`src/rtl/sseg_scan_driver.sv`:
```
// Four-digit common-anode seven-segment scan driver.
// A bus write loads a shadow register. The shadow is copied into the display
// register only at frame boundaries, so a digit never shows a half-updated value.
// Each digit slot starts with a ghost interval during which every anode is off.
//
// Handshake: the write port has no backpressure. When `we` is high at a rising
// edge, that edge captures wdata[23:0]. There is no ready signal. rdata shows
// the captured value from the following cycle.
module sseg_scan_driver #(
  parameter int REFRESH_CYCLES = 100000,
  parameter int GHOST_CYCLES   = 1000
) (
  input  logic        clk,
  input  logic        rst_n,
  input  logic        we,
  input  logic [31:0] wdata,
  output logic [31:0] rdata,
  output logic [3:0]  an,
  output logic [6:0]  seg,
  output logic        dp
);

  localparam int CW = $clog2(REFRESH_CYCLES);
  localparam logic [CW-1:0] CNT_LAST = CW'(REFRESH_CYCLES - 1);

  logic [23:0]   shadow_q;
  logic [23:0]   disp_q;
  logic [CW-1:0] cnt_q, cnt_d;
  logic [1:0]    idx_q, idx_d;
  logic          run_q;
  logic          frame_end;
  logic          ghost;
  logic [3:0]    nib;
  logic [3:0]    blank_mask;
  logic [3:0]    dp_mask;
  logic          digit_on;
  logic [3:0]    an_q, an_d;
  logic [6:0]    seg_q, seg_d;
  logic          dp_q, dp_d;
  logic          unused_wdata;

  // Upper write byte carries no state.
  assign unused_wdata = ^wdata[31:24];

  // Active-low hex font, bit order {g,f,e,d,c,b,a}.
  function automatic logic [6:0] hex7(input logic [3:0] v);
    logic [6:0] s;
    case (v)
      4'h0: s = 7'h40;
      4'h1: s = 7'h79;
      4'h2: s = 7'h24;
      4'h3: s = 7'h30;
      4'h4: s = 7'h19;
      4'h5: s = 7'h12;
      4'h6: s = 7'h02;
      4'h7: s = 7'h78;
      4'h8: s = 7'h00;
      4'h9: s = 7'h10;
      4'hA: s = 7'h08;
      4'hB: s = 7'h03;
      4'hC: s = 7'h46;
      4'hD: s = 7'h21;
      4'hE: s = 7'h06;
      default: s = 7'h0E;
    endcase
    return s;
  endfunction

  // Ghost phase is the first GHOST_CYCLES counts of every slot. It does not exist when GHOST_CYCLES is 0.
  generate
    if (GHOST_CYCLES == 0) begin : g_no_ghost
      assign ghost = 1'b0;
    end else begin : g_ghost
      localparam logic [CW-1:0] GHOST_END = CW'(GHOST_CYCLES);
      assign ghost = (cnt_q < GHOST_END);
    end
  endgenerate

  assign frame_end = run_q && (cnt_q == CNT_LAST) && (idx_q == 2'd3);

  // Slot counter wraps at REFRESH_CYCLES-1. On each wrap the digit index steps to the next digit.
  always_comb begin
    cnt_d = cnt_q;
    idx_d = idx_q;
    if (run_q) begin
      if (cnt_q == CNT_LAST) begin
        cnt_d = '0;
        idx_d = idx_q + 2'd1;
      end else begin
        cnt_d = cnt_q + CW'(1);
      end
    end
  end

  // Compute the next value of the outputs from the current counter, index and display register.
  always_comb begin
    blank_mask = disp_q[19:16];
    dp_mask    = disp_q[23:20];
    nib        = disp_q[{idx_q, 2'b00} +: 4];
    digit_on   = run_q && !ghost && !blank_mask[idx_q];
    an_d       = 4'hF;
    seg_d      = 7'h7F;
    dp_d       = 1'b1;
    if (digit_on) begin
      an_d  = ~(4'b0001 << idx_q);
      seg_d = hex7(nib);
      dp_d  = ~dp_mask[idx_q];
    end
  end

  // Bus-visible shadow register.
  always_ff @(posedge clk) begin
    if (!rst_n) begin
      shadow_q <= '0;
    end else if (we) begin
      shadow_q <= wdata[23:0];
    end
  end

  // Scan state. The counter holds at 0 for the first cycle after reset release,
  // which gives the display one extra settling cycle before the scan starts.
  // At a frame boundary the display register loads the shadow. If a write lands
  // on the same edge, the display gets the shadow value from before that write.
  always_ff @(posedge clk) begin
    if (!rst_n) begin
      run_q  <= 1'b0;
      cnt_q  <= '0;
      idx_q  <= 2'd0;
      disp_q <= '0;
    end else begin
      run_q <= 1'b1;
      cnt_q <= cnt_d;
      idx_q <= idx_d;
      if (frame_end) begin
        disp_q <= shadow_q;
      end
    end
  end

  // Registered pad drivers, all off during reset.
  always_ff @(posedge clk) begin
    if (!rst_n) begin
      an_q  <= 4'hF;
      seg_q <= 7'h7F;
      dp_q  <= 1'b1;
    end else begin
      an_q  <= an_d;
      seg_q <= seg_d;
      dp_q  <= dp_d;
    end
  end

  assign an    = an_q;
  assign seg   = seg_q;
  assign dp    = dp_q;
  assign rdata = {8'h00, shadow_q};

endmodule

```
`config.mk`:
```
export PLATFORM = sky130hd
export DESIGN_NAME = sseg_scan_driver
export DESIGN_NICKNAME = d
export VERILOG_FILES = /design/src/rtl/sseg_scan_driver.sv
export SDC_FILE = /design/constraint.sdc
export NUM_CORES = 1
export LEC_CHECK = 0
export CAP_MARGIN = 20
export CORE_MARGIN = 5
export CORE_UTILIZATION = 30
export CTS_CLUSTER_DIAMETER = 120
export DETAILED_ROUTE_END_ITERATION = 8
export PLACE_DENSITY = 0.55
export RECOVER_POWER = 50
export SLEW_MARGIN = 20
export SYNTH_ARGS = -nofsm -noshare
export SYNTH_HDL_FRONTEND = slang
export SYNTH_SLANG_ARGS = --single-unit
```
`constraint.sdc`:
```
create_clock -name clk -period 4.5 [get_ports clk]
set_input_delay 0.675 -clock clk [delete_from_list [all_inputs] [get_ports clk]]
set_output_delay 0.675 -clock clk [all_outputs]
set_load 0.01 [all_outputs]
```
Yosys cells after proc, flatten, opt, wreduce, memory -nomap -nowiden
Memory sizes are Yosys's and may differ from the RTL's. A register that Yosys moved wholly into a read port is not among the register bits.
Cells that the tools add are included.
{"block": "totals", "mem_bits_ro": 112, "memories": 1, "elab_cells": 33, "input_bits": 35, "register_bits": 73}
{"memory": "(name not given)", "words": 16, "word_bits": 7, "rd": 1, "rd_ports_with_merged_regs": 1, "write_ports": 0, "line": "48", "source": "case (v)"}
{"block": "op_classes", "n_eq_ne": 2, "bitwise_logic": 2, "add_sub_neg": 2, "mux": 6, "reduce_logical": 9, "n_lt_le_gt_ge": 2, "n_shift": 2}
{"cell": "indexed part select 24 x 5 -> 4 bit", "n": 1}
{"cell": "adder 17 x 1 -> 17 bit, second input constant", "n": 1}
{"cell": "== test 17 bit, second input constant", "n": 1}
{"cell": "< comparator 17 x 10 -> 1 bit, second input constant", "n": 1}
{"cell": "two-way mux 17 bit", "n": 1}
{"cell": "binary-select mux 1 bit (select 2 bit)", "n": 2}
{"cell": "logical AND 1 bit", "n": 4}
{"cell": "inverter 4 bit", "n": 1}
{"cell": "AND reduction 2 bit", "n": 2}
{"cell": "left shift 1 x 2 -> 4 bit, first input constant", "n": 1}
{"cell": "logical NOT 1 bit", "n": 3}
{"cell": "< comparator 2 x 3 -> 1 bit, second input constant", "n": 1}
{"cell": "two-way mux 1 bit", "n": 3}
{"cell": "adder 2 x 1 -> 2 bit, second input constant", "n": 1}
{"cell": "== test 2 bit, second input constant", "n": 1}
{"cell": "inverter 1 bit", "n": 1}

Logic depth before layout (Yosys ltp)
{"block": "depth", "word_depth": 6, "ltp_mapped": 7, "mapped_depth_nobuf": 6}

Worst setup path after synthesis
Ideal clock, no wire load.
{"block": "synth_path", "path_kind": "register to register", "start": "register idx_q[0]", "end": "register seg_q[0] (netlist: seg[0])", "n_path_buf": 1, "path_slack_ns": 2.428, "synth_period_minus_slack_ns": 2.072, "t_arrival_ns": 1.947, "required_time_ns": 4.374, "stages_incl_launch_ff": 6, "cell_sequence": "dfxtp_1 -> buf_2 -> mux4_1 -> ha_1 -> nor4b_1 -> o31ai_2"}
{"block": "synth_between", "elab_chain_cells": 6}
{"item": "start: declaration", "line": "29", "source": "logic [1:0] idx_q, idx_d;"}
{"item": "start signal: assignment", "line": "133", "source": "idx_q <= idx_d;"}
{"item": "binary-select mux 1 bit (select 2 bit)", "line": "100", "source": "digit_on = run_q && !ghost && !blank_mask[idx_q];"}
{"item": "two-way mux 1 bit (implied by the code)", "line": "100"}
{"item": "logical NOT 1 bit", "line": "100"}
{"item": "logical AND 1 bit", "line": "100"}
{"item": "AND reduction 2 bit (no line)"}
{"item": "logical NOT 1 bit (no line)"}
{"item": "end: declaration", "line": "38", "source": "logic [6:0] seg_q, seg_d;"}
Parallel ways exist; a longest one is shown, timed or not. The select of a mux whose other input is x is not followed.
A chain may end at the register's enable or synchronous reset.

==> metrics.md <==
| Metric | Value |
|---|---|
| Status | `complete, but fails checks` |
| Failing checks | `max-capacitance violations, max-slew violations` |
| CTS tree | `yes` |
| Die Y | `121 microns` |
| F_max | `0.384 GHz` |
| Initial Utilization | `0.306` |
| Placed insts | `586` |
| Adder-cell share of the synthesized area | `0.0373` |
| Critical Path Sink Type | `register` |
| Asr flop ratio synth | `0` |
| RSZ-0062 raised after global routing | `false` |
| R2r setup slk | `2.00 ns` |
| Final Hold Vio Count | `0` |
| Max clock buf depth | `2` |
| Final net count | `475` |
| Most common cell after layout, fill and taps aside | `dfxtp_1` |
| Post-Synthesis Cells | `376` |
| First-pass GRT wire length | `12900 microns` |
| WS Path Type | `in2reg` |
| EDFF count, synth | `0` |
| Final setup fails | `0` |
| Path depth of the worst reg2reg path | `3` |
| Clock slew at reported path FFs | `0.06 ns` |
| Synth Area in Simple Gates | `0.196` |
| Design area | `4690 sq um` |
| I/O Buffers | `62` |
| Vias in the first global route | `2725` |
| Critical Path AT | `2.83 ns` |
| Crit start category | `input port` |
| Fillers | `1198` |
| Final wirelength | `7570 microns` |
| Final core area utilization | `0.389` |
| WL/cell | `12.6 microns` |
| Area post-placement | `4380 sq um` |
| Leakage | `1.66 nW` |
| Die footprint | `14600 sq um` |
| Family with the most delay on the worst path | `buffers and inverters` |
| Crit path capture | `shadow_q[12]$_SDFFE_PN0P_` |
| Max stage delay cell, worst path | `clkbuf_1` |
| Critical path depth | `4` |
| Gr usage total | `0.110` |
| Clk sink count | `80` |
| Max VDD drop | `0.143 mV` |
| Htree depth | `3` |
| CP Max Fanout | `24` |
| Gr ovfl total | `0` |
| Post-DP HPWL | `5250 microns` |
| Worst-path cell chain | `dlygate4sd3_1 > clkbuf_1 > mux2i_1 > nor2b_1` |
| Required @ worst endpoint | `4.73 ns` |
| Ports | `79` |
| Post-synthesis mux area share | `0.205` |
| Compound-cell area share of the yosys netlist | `0.0353` |
| Most frequent cells in the layout | `dfxtp_1 (80), nand2_1 (69), mux2i_1 (57)` |
| Num CTS Buffers | `9` |
| Gpl congestion | `0.757` |
| YS warnings | `0` |
| Routed Antenna Nets | `0` |
| R2R Path End | `seg[2]$_SDFF_PN1_` |
| Power Density | `344 nW/um^2` |
| Hold slack | `0.452 ns` |
| # DRC | `0` |
| Buf/Inv on CP | `2` |
| Critical Path Source | `we` |
| HP Class | `reg2reg` |
| PnR Total Power | `1.61 mW` |
| Root Buffer | `clkbuf_16` |
| Max-cap violations | `1` |
| Period utilisation layout | `0.578` |
| Vias | `2677` |
| Total core area | `12100 sq um` |
| Layout Cells excl Fill | `602` |
| Clock Skews | `0.00742 ns` |
| Worst-Margin Slew | `1.74 ns` |
| Hold Buf Count CTS | `0` |
| Setup TNS | `0 ns` |
| # rows | `40` |
| Max incr delay on CP | `1.25 ns` |
| Max-slew violation count | `25` |
| Avg Vias per Cell | `4.45` |
| Post-synth top flop | `dfxtp_1` |
| Initial antenna violation count | `0` |
| Yosys reg bits | `80` |
| Slew headroom | `-0.160` |
| Dpl ws | `1.96 ns` |
| Post-CTS sizing | `0` |
| Min cycle time layout | `2.60 ns` |
| First drt pass iteration count | `5` |
| N_diodes | `0` |
| Netlist cell types | `40` |
| Sequential share of the synthesized area | `0.434` |
| Synthesized area per cell | `9.82 sq um` |
| DR iter-0 viols | `118` |
| Ratio of cells with drive above 1 in the final layout | `0.0553` |
| Final worst-path setup slack | `1.90 ns` |
| Die width | `121 microns` |
| Cell Area, Synth | `3690 sq um` |
| Main combinational cell family by area after synthesis | `multiplexers` |
| Clock Latency Late Sink | `0.34 ns` |
| Post-CTS Setup Bufs | `0` |
| Area Overhead vs Synth | `27.1%` |
| R2R Path Start | `idx_q[0]$_SDFFE_PN0P_` |
| Xor/xnor cell area share of the yosys netlist | `0.0356` |
| Largest net degree at the start of global routing | `79` |
worst min-delay path by stage:
stage	startpoint	to	slack, ns	depth (start not counted)
2_1_floorplan	disp_q[17]$_SDFFE_PN0P_	disp_q[17]$_SDFFE_PN0P_	0.43	2
3_3_place_gp	disp_q[17]$_SDFFE_PN0P_	disp_q[17]$_SDFFE_PN0P_	0.44	2
3_5_place_dp	disp_q[1]$_SDFFE_PN0P_	disp_q[1]$_SDFFE_PN0P_	0.44	2
4_1_cts	disp_q[16]$_SDFFE_PN0P_	disp_q[16]$_SDFFE_PN0P_	0.46	2
5_1_grt	disp_q[13]$_SDFFE_PN0P_	disp_q[13]$_SDFFE_PN0P_	0.47	2
6_report	disp_q[5]$_SDFFE_PN0P_	disp_q[5]$_SDFFE_PN0P_	0.45	2
power by group:
group,internal (mW),total (mW),switching [mW]
sequential,0.724,0.736,0.0126
combinational,0.0578,0.103,0.0454
clock,0.486,0.773,0.287
layer usage:
| metal | global-route usage | share of wire |
|---|---|---|
| met3 | 0.0410 | 0.052 |
| met2 | 0.164 | 0.44 |
| met1 | 0.144 | 0.49 |
| met4 | 0.0404 | 0.014 |
| met5 | 0 | 0 |
logic make-up after synthesis:
group / Yosys count
AND/OR/NAND/NOR: 151
flip-flops: 80
multiplexers: 66
buffers and inverters: 35
AO/OA/AOI/OAI: 17
XOR/XNOR: 15
adder cells (fa/ha/maj): 11
other: 1
cell usage after synthesis (5+ instances only):
cell / count / area, sq um
or3_1: 5 / 31.3
clkbuf_1: 8 / 30.0
nand4_1: 6 / 37.5
dfxtp_1: 80 / 1600
nor4_1: 5 / 31.3
mux2i_1: 57 / 571
buf_4: 10 / 75.1
nor3_1: 5 / 25.0
mux4_1: 5 / 131
buf_2: 5 / 25.0
nor2b_1: 26 / 163
nand2_1: 69 / 259
ha_1: 11 / 138
nor2_1: 21 / 78.8
nand3_1: 7 / 35.0
xnor2_1: 11 / 96.3
inv_1: 6 / 22.5
sequential cells by signal, indices dropped and copies added, names as in the netlist:
| signal | flops |
|---|---|
| dp | 1 |
| seg | 7 |
| shadow_q | 24 |
| cnt_q | 17 |
| an | 4 |
| disp_q | 24 |
| run_q | 1 |
| idx_q | 2 |
cell type report:
cell class	instances	area [sq um]	area share
inverters	6	22.5	0.00480
well taps	168	210	0.0448
repair buffers	64	627	0.134
clock buffers	11	233	0.0496
multi-input cells	268	1920	0.408
clock inverters	5	81.3	0.0173
flip-flops and latches	80	1600	0.341
worst reg2reg max path, stage by stage (launching register included):
cell and delay (ns):
dfxtp_1 0.75, mux4_1 0.65, nor3_2 0.61, o311ai_0 0.29
Power figures use the tool's default switching activity.
